`src/rtl/fan_pkg.sv`:
```
// Shared types and default constants for the fan temperature controller and
// the downstream PWM stage.
package fan_pkg;

  localparam int TEMP_W  = 8;
  localparam int SPEED_W = 8;

  localparam int DEF_T_LOW     = 25;
  localparam int DEF_T_CRIT    = 80;
  localparam int DEF_HYST      = 3;
  localparam int DEF_SPEED_MIN = 64;
  localparam int DEF_SLOPE     = 4;
  localparam int DEF_RAMP_STEP = 8;
  localparam int DEF_RAMP_DIV  = 1000;

  typedef enum logic [1:0] {
    ST_OFF  = 2'd0,
    ST_RUN  = 2'd1,
    ST_CRIT = 2'd2
  } fan_state_t;

  function automatic logic [SPEED_W-1:0] sat_speed(input logic [15:0] v);
    return (v > 16'd255) ? 8'hFF : v[SPEED_W-1:0];
  endfunction

endpackage

```
`src/rtl/fan_temp_ctrl_if.sv`:
```
// Sample input and speed-command outputs of the fan controller.
// temp_valid is a one-cycle strobe with no ready: temp is taken on every clock edge where temp_valid is high.
interface fan_temp_ctrl_if;
  import fan_pkg::*;

  logic [TEMP_W-1:0]  temp;
  logic               temp_valid;
  logic [SPEED_W-1:0] speed;
  logic               fan_on;
  logic               alarm;
  logic [TEMP_W-1:0]  temp_filt;
  logic               filt_valid;
  fan_state_t         state;

  modport master (
    output temp, temp_valid,
    input  speed, fan_on, alarm, temp_filt, filt_valid, state
  );

  modport slave (
    input  temp, temp_valid,
    output speed, fan_on, alarm, temp_filt, filt_valid, state
  );
endinterface

```
`src/rtl/fan_temp_avg.sv`:
```
// 4-tap moving average. The first sample after reset fills every tap so the
// output starts at that sample instead of ramping up from zero.
module fan_temp_avg
  import fan_pkg::*;
(
  input  logic              clk,
  input  logic              arst_n,
  input  logic [TEMP_W-1:0] temp,
  input  logic              temp_valid,
  output logic [TEMP_W-1:0] filt,
  output logic              filt_valid
);

  logic [3:0][TEMP_W-1:0] taps;
  logic [9:0]             sum;
  logic                   filled;
  logic                   pend;

  always_ff @(posedge clk) begin
    if (!arst_n) begin
      taps       <= '0;
      sum        <= '0;
      filled     <= 1'b0;
      pend       <= 1'b0;
      filt       <= '0;
      filt_valid <= 1'b0;
    end else begin
      pend       <= temp_valid;
      filt_valid <= pend;
      if (pend) filt <= sum[9:2];
      if (temp_valid) begin
        if (!filled) begin
          taps   <= {4{temp}};
          sum    <= {temp, 2'b00};
          filled <= 1'b1;
        end else begin
          // Running sum: drop the oldest tap, add the new sample.
          taps <= {taps[2:0], temp};
          sum  <= sum - {2'b00, taps[3]} + {2'b00, temp};
        end
      end
    end
  end

endmodule

```
`src/rtl/fan_temp_ctrl.sv`:
```
// Filtered temperature to fan speed: hysteretic OFF/RUN/CRIT state machine,
// linear speed map and a slew-limited ramp that only moves on ramp ticks.
module fan_temp_ctrl
  import fan_pkg::*;
#(
  parameter int T_LOW     = DEF_T_LOW,
  parameter int T_CRIT    = DEF_T_CRIT,
  parameter int HYST      = DEF_HYST,
  parameter int SPEED_MIN = DEF_SPEED_MIN,
  parameter int SLOPE     = DEF_SLOPE,
  parameter int RAMP_STEP = DEF_RAMP_STEP,
  parameter int RAMP_DIV  = DEF_RAMP_DIV
) (
  input  logic            clk,
  input  logic            arst_n,
  fan_temp_ctrl_if.slave  bus
);

  localparam int CW = (RAMP_DIV > 2) ? $clog2(RAMP_DIV) : 1;

  logic [TEMP_W-1:0]  filt;
  logic               filt_valid;
  fan_state_t         state_q, state_n;
  logic [SPEED_W-1:0] speed_q, speed_n, target, ramp;
  logic [CW-1:0]      cnt_q, cnt_n;
  logic               fan_on_q, alarm_q, tick;
  logic [15:0]        target_wide;

  fan_temp_avg u_avg (
    .clk        (clk),
    .arst_n     (arst_n),
    .temp       (bus.temp),
    .temp_valid (bus.temp_valid),
    .filt       (filt),
    .filt_valid (filt_valid)
  );

  always_comb begin
    target_wide = 16'(SPEED_MIN);
    if (filt >= 8'(T_LOW))
      target_wide = 16'(SPEED_MIN) + (16'(filt) - 16'(T_LOW)) * 16'(SLOPE);
    target = sat_speed(target_wide);
  end

  always_comb begin
    ramp = speed_q;
    if (target >= speed_q) begin
      if (target - speed_q <= 8'(RAMP_STEP)) ramp = target;
      else                                   ramp = speed_q + 8'(RAMP_STEP);
    end else begin
      if (speed_q - target <= 8'(RAMP_STEP)) ramp = target;
      else                                   ramp = speed_q - 8'(RAMP_STEP);
    end
  end

  assign tick = (cnt_q == CW'(RAMP_DIV - 1));

  // The ramp counter only runs while staying in RUN, so every RUN entry starts a full tick period.
  always_comb begin
    state_n = state_q;
    speed_n = speed_q;
    cnt_n   = '0;
    unique case (state_q)
      ST_OFF: begin
        if (filt >= 8'(T_CRIT)) begin
          state_n = ST_CRIT;
          speed_n = 8'hFF;
        end else if (filt >= 8'(T_LOW)) begin
          state_n = ST_RUN;
          speed_n = 8'(SPEED_MIN);
        end
      end
      ST_RUN: begin
        if (filt >= 8'(T_CRIT)) begin
          state_n = ST_CRIT;
          speed_n = 8'hFF;
        end else if (filt < 8'(T_LOW - HYST)) begin
          state_n = ST_OFF;
          speed_n = '0;
        end else if (tick) begin
          speed_n = ramp;
        end else begin
          cnt_n = cnt_q + 1'b1;
        end
      end
      ST_CRIT: begin
        if (filt < 8'(T_CRIT - HYST)) state_n = ST_RUN;
      end
      default: begin
        state_n = ST_OFF;
        speed_n = '0;
      end
    endcase
  end

  always_ff @(posedge clk) begin
    if (!arst_n) begin
      state_q  <= ST_OFF;
      speed_q  <= '0;
      cnt_q    <= '0;
      fan_on_q <= 1'b0;
      alarm_q  <= 1'b0;
    end else begin
      state_q  <= state_n;
      speed_q  <= speed_n;
      cnt_q    <= cnt_n;
      fan_on_q <= (state_n != ST_OFF);
      alarm_q  <= (state_n == ST_CRIT);
    end
  end

  assign bus.speed      = speed_q;
  assign bus.fan_on     = fan_on_q;
  assign bus.alarm      = alarm_q;
  assign bus.temp_filt  = filt;
  assign bus.filt_valid = filt_valid;
  assign bus.state      = state_q;

endmodule
```
`src/flat_wrapper.sv`:
```
// flat-port wrapper written by rule: the top's interface ports become plain ports
module fan_temp_ctrl_flat import fan_pkg::*;
#(
  parameter int T_LOW     = DEF_T_LOW,
  parameter int T_CRIT    = DEF_T_CRIT,
  parameter int HYST      = DEF_HYST,
  parameter int SPEED_MIN = DEF_SPEED_MIN,
  parameter int SLOPE     = DEF_SLOPE,
  parameter int RAMP_STEP = DEF_RAMP_STEP,
  parameter int RAMP_DIV  = DEF_RAMP_DIV
)
  (clk, arst_n, bus_temp, bus_temp_valid, bus_speed, bus_fan_on, bus_alarm, bus_temp_filt, bus_filt_valid, bus_state);
  fan_temp_ctrl_if bus_i ();
  input  logic clk;
  input  logic arst_n;
  input wire logic [$bits(bus_i.temp)-1:0] bus_temp;
  input wire logic [$bits(bus_i.temp_valid)-1:0] bus_temp_valid;
  output wire logic [$bits(bus_i.speed)-1:0] bus_speed;
  output wire logic [$bits(bus_i.fan_on)-1:0] bus_fan_on;
  output wire logic [$bits(bus_i.alarm)-1:0] bus_alarm;
  output wire logic [$bits(bus_i.temp_filt)-1:0] bus_temp_filt;
  output wire logic [$bits(bus_i.filt_valid)-1:0] bus_filt_valid;
  output wire logic [$bits(bus_i.state)-1:0] bus_state;
  assign bus_i.temp = bus_temp;
  assign bus_i.temp_valid = bus_temp_valid;
  assign bus_speed = bus_i.speed;
  assign bus_fan_on = bus_i.fan_on;
  assign bus_alarm = bus_i.alarm;
  assign bus_temp_filt = bus_i.temp_filt;
  assign bus_filt_valid = bus_i.filt_valid;
  assign bus_state = bus_i.state;
  fan_temp_ctrl #(.T_LOW(T_LOW), .T_CRIT(T_CRIT), .HYST(HYST), .SPEED_MIN(SPEED_MIN), .SLOPE(SLOPE), .RAMP_STEP(RAMP_STEP), .RAMP_DIV(RAMP_DIV)) u_core (.clk(clk), .arst_n(arst_n), .bus(bus_i));
endmodule
```
`config.mk`:
```
export PLATFORM = sky130hd
export DESIGN_NAME = fan_temp_ctrl_flat
export DESIGN_NICKNAME = d
export VERILOG_FILES = /design/src/rtl/fan_pkg.sv /design/src/rtl/fan_temp_ctrl_if.sv /design/src/rtl/fan_temp_avg.sv /design/src/rtl/fan_temp_ctrl.sv /design/src/flat_wrapper.sv
export SDC_FILE = /design/constraint.sdc
export NUM_CORES = 1
export LEC_CHECK = 0
export CORE_AREA = 2 2 94 96
export DETAILED_ROUTE_END_ITERATION = 8
export DIE_AREA = 0 0 96 98
export GPL_ROUTABILITY_DRIVEN = 0
export HOLD_SLACK_MARGIN = 0.06
export PLACE_DENSITY = 0.9
export SLEW_MARGIN = 10
export SYNTH_ARGS = -nofsm -noshare
export SYNTH_HDL_FRONTEND = slang
export SYNTH_SLANG_ARGS = --single-unit
```
`constraint.sdc`:
```
create_clock -name clk -period 9.15 [get_ports clk]
set_input_delay 0.915 -clock clk [delete_from_list [all_inputs] [get_ports clk]]
set_output_delay 0.915 -clock clk [all_outputs]
set_load 0.02 [all_outputs]
```
# Word-level counts from Yosys, hierarchy flattened
# Index checks and enable logic that the tools add are counted.
# classes
add_sub_neg	9
eq_ne	6
magnitude_cmp	8
mux	19
reduce_logical	4
bitwise_logic	3
# ops
cell	n
8-bit two-way mux	9
32-bit two-way mux	1
8-bit one-hot mux with 3 select lines	1
7-bit by 16-bit adder with 16-bit output (first input constant)	1
16-bit by 8-bit greater-than comparator with 1-bit output (second input constant)	1
8-bit by 4-bit <= comparator with 1-bit output (second input constant)	2
16-bit two-way mux	1
8-bit subtractor	2
10-bit by 1-bit adder with 10-bit output (second input constant)	1
10-bit by 8-bit adder with 10-bit output	1
10-bit == test (second input constant)	1
10-bit two-way mux	1
2-bit two-way mux	5
10-bit by 8-bit subtractor with 10-bit output	1
8-bit by 5-bit subtractor with 9-bit output (second input constant)	1
8-bit by 4-bit adder with 8-bit output (second input constant)	1
8-bit by 5-bit >= comparator with 1-bit output (second input constant)	1
8-bit by 7-bit >= comparator with 1-bit output (second input constant)	1
8-bit >= comparator	1
8-bit by 5-bit < comparator with 1-bit output (second input constant)	1
8-bit by 7-bit < comparator with 1-bit output (second input constant)	1
8-bit by 4-bit subtractor with 8-bit output (second input constant)	1
2-bit one-hot mux with 3 select lines	1
5-bit OR reduction	1
8 further kinds	11
# word_totals
wordCells	63
input_bits	11
ff_bits	75
out_inout_bits	21

# Depth between registers and ports, before layout
# logic_depth
depth_word	13
ltp_mapped	25
mapped_depth_nobuf	25

# Cells and area by module
# A second synthesis with hierarchy kept.
# unflattened
hier_cells	615
area_unflattened_um2	5018.6
# modules_own_cells
module	cells_each	n_inst	seq_area_each_um2	area_each_um2
fan_temp_avg	319	1	1061.0	2698.8
fan_temp_ctrl	296	1	420.4	2319.7

# Least setup slack after synthesis
# Ideal clock, no wire load.
# synth_timing
path_kind	reg2reg
from	register u_core.u_avg.filt[0]
to	register u_core.speed_q[3], in the netlist u_core.bus.speed[3]
t_arrival_ns	5.226
path_stages_with_launch	26
synth_period_minus_slack_ns	5.296
n_path_buf	1
required_ns	9.080
slack_ns	3.854
setup_time_ns	0.070
path_cell_list	dfxtp_1 -> inv_1 -> ha_1 -> nor2b_1 -> nor3_1 -> or2_2 -> ha_1 -> nand2_1 -> ha_1 -> nand2b_1 -> a21oi_1 -> o211a_1 -> o221ai_2 -> o32a_2 -> o21ai_2 -> inv_1 -> ha_1 -> buf_2 -> o21a_1 -> o31a_1 -> o21ai_0 -> a2111oi_0 -> o2111ai_1 -> mux2i_4 -> mux2_2 -> a21oi_1
# synth_between
elab_chain_len	13
elab_cells_between_ends	24
cone_classes	4 x add/sub; 7 x order compare; 2 x eq/ne; 10 x mux; 1 x reduce/logical
# synth_rtl
element	line_no	rtl
start, declared	fan_temp_avg.sv:10	output logic [TEMP_W-1:0] filt,
start signal, assigned	fan_temp_avg.sv:30	if (pend) filt <= sum[9:2];
8-bit by 5-bit subtractor with 9-bit output	fan_temp_ctrl.sv:41	target_wide = 16'(SPEED_MIN) + (16'(filt) - 16'(T_LOW)) * 16'(SLOPE);
7-bit by 16-bit adder with 16-bit output	fan_temp_ctrl.sv:41	
16-bit two-way mux	fan_temp_ctrl.sv:40	if (filt >= 8'(T_LOW))
16-bit by 8-bit greater-than comparator with 1-bit output	fan_pkg.sv:23	return (v > 16'd255) ? 8'hFF : v[SPEED_W-1:0];
8-bit two-way mux	fan_pkg.sv:23	
8-bit subtractor, on equally long branches	fan_temp_ctrl.sv:51, fan_temp_ctrl.sv:48	
8-bit by 4-bit <= comparator with 1-bit output, on equally long branches	fan_temp_ctrl.sv:51, fan_temp_ctrl.sv:48	
8-bit two-way mux, on equally long branches	fan_temp_ctrl.sv:51, fan_temp_ctrl.sv:48	
8-bit two-way mux	fan_temp_ctrl.sv:47	if (target >= speed_q) begin
8-bit two-way mux	fan_temp_ctrl.sv:80	end else if (tick) begin
8-bit two-way mux	fan_temp_ctrl.sv:77	end else if (filt < 8'(T_LOW - HYST)) begin
8-bit two-way mux	fan_temp_ctrl.sv:74	if (filt >= 8'(T_CRIT)) begin
8-bit one-hot mux with 3 select lines	fan_temp_ctrl.sv:63	unique case (state_q)
end signal, assigned	fan_temp_ctrl.sv:105	speed_q <= speed_n;
end, declared	fan_temp_ctrl.sv:24	logic [SPEED_W-1:0] speed_q, speed_n, target, ramp;
# Parallel ways exist; a longest one is shown, timed or not. The select of a mux whose other input is x is not followed.
# A chain may end at the register's enable or synchronous reset.

# Worst setup path after layout
# Ends and elaborated chain as after synthesis.

==> flow_summary.rst <==
.. list-table::
   :header-rows: 1

   * - Metric
     - Value
   * - Run status
     - finished clean
   * - Fraction of registers with async set/reset
     - 0%
   * - Crit path cell chain
     - inv_1 > ha_1 > nor2b_1 > nor3_1 > or2_2 > ha_1 > nand2_1 > ha_1 > nand2b_1 > a21oi_1 > o211a_1 > o221ai_2 > o32a_2 > o21ai_2 > inv_1 > ha_1 > o21a_1 > o31a_1 > o21ai_0 > a2111oi_0 > o2111ai_1 > mux2i_4 > mux2_2 > a21oi_1
   * - Number of ports placed on the die boundary
     - 32
   * - Grt met3 use
     - around 2.2%
   * - Unrepaired setup endpoints after global routing
     - false
   * - Syn_area_per_cell
     - 8.14 um^2
   * - Number of vias after detailed routing
     - 4342
   * - Cell type with the highest aggregate area in the netlist
     - dfxtp_1
   * - Count of buffers inserted at the top-level ports
     - 31
   * - Final total negative setup slack
     - 0 ps
   * - Number of global-route vias before repair
     - ~4.2k
   * - Placement row count
     - 34
   * - Iteration-0 DRC count of the detailed router
     - between 300 and 400
   * - Final Max Tran Viols
     - 0
   * - Slowest cell on the critical path
     - a2111oi_0
   * - NumNets Final
     - ~670
   * - Setup slack on the worst flop-to-flop path
     - slightly above 3000 ps
   * - Antenna violations before repair
     - 0
   * - Synthesized netlist net count
     - between 600 and 700
   * - Sequential fraction of the synthesis area
     - between 20 and 30%
   * - Die Width
     - ~96 um
   * - Total DRC errors in the routed layout
     - 0
   * - Placeable Area
     - between 8000 and 9000 um^2
   * - Most frequent cells in the layout
     - a21oi_1 (78), dfxtp_1 (74), inv_1 (59)
   * - Synthesized area
     - between 4000 and 5000 um^2
   * - Crit-path max cell delay
     - 590 ps
   * - Data required time of the worst path
     - ~9400 ps
   * - Per-cell routed wire length
     - about 15 um
   * - Most numerous cell on the critical path
     - ha_1
   * - Final period util
     - between 60% and 70%
   * - Maxcap violations
     - 0
   * - Worst Hold Margin
     - 467 ps
   * - Internal power
     - approximately 600 uW
   * - Number of buffers and inverters on the critical path
     - 2
   * - Portion of total power attributed to the clock network
     - approximately a quarter
   * - Max Fclk
     - approximately 160 MHz
   * - Global router's overall resource usage
     - between 20% and 30%
   * - Number of buffers added to fix hold violations after cts
     - 0
   * - FF-to-FF path depth
     - 24
   * - Initial Utilization
     - a little under 60%
   * - Max-Slew Margin vs Limit
     - 39.7%
   * - Cell types with the largest area share after synthesis
     - dfxtp_1 (30%), a21oi_1 (7.9%), ha_1 (7.8%)
   * - Global-route congestion overflow total
     - 0
   * - Post-CTS Setup Inserts
     - 0
   * - Worst hold path stage count
     - 1
   * - Flip-flop and latch count after synthesis
     - 74
   * - Net Switching
     - 376 uW
   * - Clock slew seen by the registers of the worst setup and hold paths
     - 90 ps
   * - Number of synthesized flops with an enable pin
     - 0
   * - Path class of the lowest-slack min-delay path
     - reg2reg
   * - Terminating pin of the worst hold path
     - u_core.cnt_q[0]$_SDFF_PP0_
   * - Synthesized instance count
     - 609
   * - Type of element launching the critical path
     - flip-flop
   * - Launch instance of the worst register-to-register path
     - u_core.u_avg.filt[0]$_SDFFE_PN0P_
   * - DRT Pass-1 Iters
     - 5
   * - Critical path peak fanout
     - 10
   * - Fraction of final layout cells sized beyond drive strength 1
     - between 6 and 7%
   * - Maximum clock path buffer count
     - 2
   * - Area growth syn-to-layout
     - 9.77%
   * - Logic gate share of total power
     - between 30% and 40%
   * - Clock skew after layout
     - ~17 ps
   * - H-tree depth
     - 3
   * - Detailed placer's ending HPWL
     - 7.72 mm
   * - Top-area cell type share of the netlist area
     - ~30%
   * - Setup violators final
     - 0
   * - Met2 Track Usage GR
     - between 40 and 50%
   * - Detailed-route wire length
     - 10.7 mm
   * - Critical hold path startpoint
     - u_core.cnt_q[0]$_SDFF_PP0_
   * - Met1 track demand over resource
     - roughly a third
   * - TritonCTS clock tree
     - done
   * - # clock sinks
     - 74
   * - Yosys warnings
     - 0
   * - CP top delay family
     - compound AO/OA/AOI/OAI gates
   * - Largest net degree at the start of global routing
     - 78
   * - Number of gates given a new drive strength after cts
     - 0
   * - CTS buffer count
     - 9
   * - Lkg Pwr
     - roughly 2.2 nW
   * - Worst-case vdd ir drop
     - 96.3 uV
   * - Category of the most critical setup path
     - reg2reg
   * - Cell Pwr Density
     - ~180 nW/um^2
   * - Data arrival, critical path
     - between 6000 and 7000 ps
   * - Clk root buf
     - clkbuf_8
   * - Kind of end point of the critical path
     - flip-flop
   * - Fin cells
     - 730
   * - Shortest period the worst path allows
     - a little over 6000 ps
   * - Total Die Area
     - 9410 um^2
   * - Share of power burned in registers
     - 37.2%
   * - Most common cell after layout, fill and taps aside
     - a21oi_1
   * - Die Height
     - 98 um
   * - Number of endpoints with negative hold slack in the final report
     - 0
   * - Number of placed cells counting well taps
     - a little over 700
   * - Worst Tran Pin Value
     - between 800 and 900 ps
   * - Post-Route Utilization
     - 64.3%
   * - Number of distinct library cell variants in the gate-level netlist after synthesis
     - 66
   * - Worst R2R End
     - u_core.bus.speed[3]$_SDFFE_PN0P_
   * - Switching part of the total
     - a little under two fifths
   * - Predominant post-synthesis flop cell
     - dfxtp_1
   * - DR vias/cell
     - between 5 and 6
   * - Min setup slack post-route
     - between 3000 and 4000 ps
   * - Gr busiest metal
     - met2
   * - Clock Latency Late Sink
     - about 350 ps
   * - Wire length of the first global-routing pass
     - 18.6 mm
   * - Ant. Diodes
     - 0
   * - Place WS
     - approximately 3200 ps
   * - Detail Route Antenna Nets
     - 0
==> state kept, by name, indices dropped and copies added (netlist names) <==
register                 count
u_core.u_avg.filled          1
u_core.u_avg.sum            10
u_core.cnt_q                10
u_core.bus.speed             7
u_core.bus.state             2
u_core.u_avg.pend            1
u_core.u_avg.filt_valid      1
u_core.bus.alarm             1
u_core.bus.fan_on            1
u_core.u_avg.filt            8
u_core.u_avg.taps           32
==> synth_stat cells, drive strengths merged (7+ instances only) <==
cell and count:
a21o 10, o21ai 46, nand2b 8, clkbuf 27
nand2 16, nand3 18, mux2i 21, and3 7
ha 31, a211oi 8, buf 10, inv 59
xor2 13, nor3 10, xnor2 14, a21oi 80
fa 9, nor2 53, nor2b 8, dfxtp 74
==> power groups by stage <==
stage               logic, mW  clock network, mW  registers (mW)
floorplan               0.294                  0           0.373
global placement        0.359                  0           0.372
detailed placement      0.375                  0           0.374
CTS                     0.378              0.240           0.367
global route            0.427              0.255           0.371
finish                  0.385              0.235           0.367
==> metrics by stage <==
step / area (um^2) / power (mW)
4_1_cts: 5440 / 0.985
3_5_place_dp: 5260 / 0.749
5_1_grt: 5440 / 1.05
2_1_floorplan: 4960 / 0.667
3_3_place_gp: 5260 / 0.731
6_report: 5440 / 0.987
==> worst max-delay path by stage <==
stage	cells past startpoint	slack (ps)	startpoint	to
detailed placement	24	3150	u_core.u_avg.filt[0]$_SDFFE_PN0P_	u_core.bus.speed[3]$_SDFFE_PN0P_
finish	24	3050	u_core.u_avg.filt[0]$_SDFFE_PN0P_	u_core.bus.speed[3]$_SDFFE_PN0P_
CTS	24	3120	u_core.u_avg.filt[0]$_SDFFE_PN0P_	u_core.bus.speed[3]$_SDFFE_PN0P_
global placement	24	3630	u_core.u_avg.filt[0]$_SDFFE_PN0P_	u_core.bus.speed[3]$_SDFFE_PN0P_
global route	24	2530	u_core.u_avg.filt[0]$_SDFFE_PN0P_	u_core.bus.speed[3]$_SDFFE_PN0P_
floorplan	25	3850	u_core.u_avg.filt[0]$_SDFFE_PN0P_	u_core.bus.speed[3]$_SDFFE_PN0P_
==> routing by layer <==
layer	up-vias	part of all wire (%)
met1	2040	45
met5	-	0
li1	2174	-
met3	16	3.7
met2	112	49
met4	0	1.9
==> worst register-to-register path: stages (launching register included) <==
cell	delay, ps
dfxtp_1	500
inv_1	100
ha_1	270
nor2b_1	210
nor3_1	210
or2_2	210
ha_1	270
nand2_1	90
ha_1	280
nand2b_1	110
a21oi_1	170
o211a_1	180
o221ai_2	110
o32a_2	240
o21ai_2	220
inv_1	70
ha_1	460
o21a_1	170
o31a_1	150
o21ai_0	160
a2111oi_0	590
o2111ai_1	390
mux2i_4	360
mux2_2	370
a21oi_1	140
==> layout make-up <==
type                       count  area (um^2)
tap                          108          135
timing repair buffer          34          328
clock inverter                 7         60.1
multi-input combinational    439         3090
sequential                    74         1480
inverter                      59          221
fill                         672         3020
clock buffer                   9          124
==> logic make-up (layout without fill, tap and decap cells) <==
logic type      after synthesis  in the layout  share of synthesized area, %
fa+ha+maj                    40             40                          11.5
xor+xnor                     27             27                          4.77
mux                          25             25                          5.40
compound gates              200            200                          25.7
buf+inv                      96            109                          7.75
simple gates                147            147                          15.1
flops                        74             74                          29.9
Note: power is estimated with default switching activity, not from simulation.
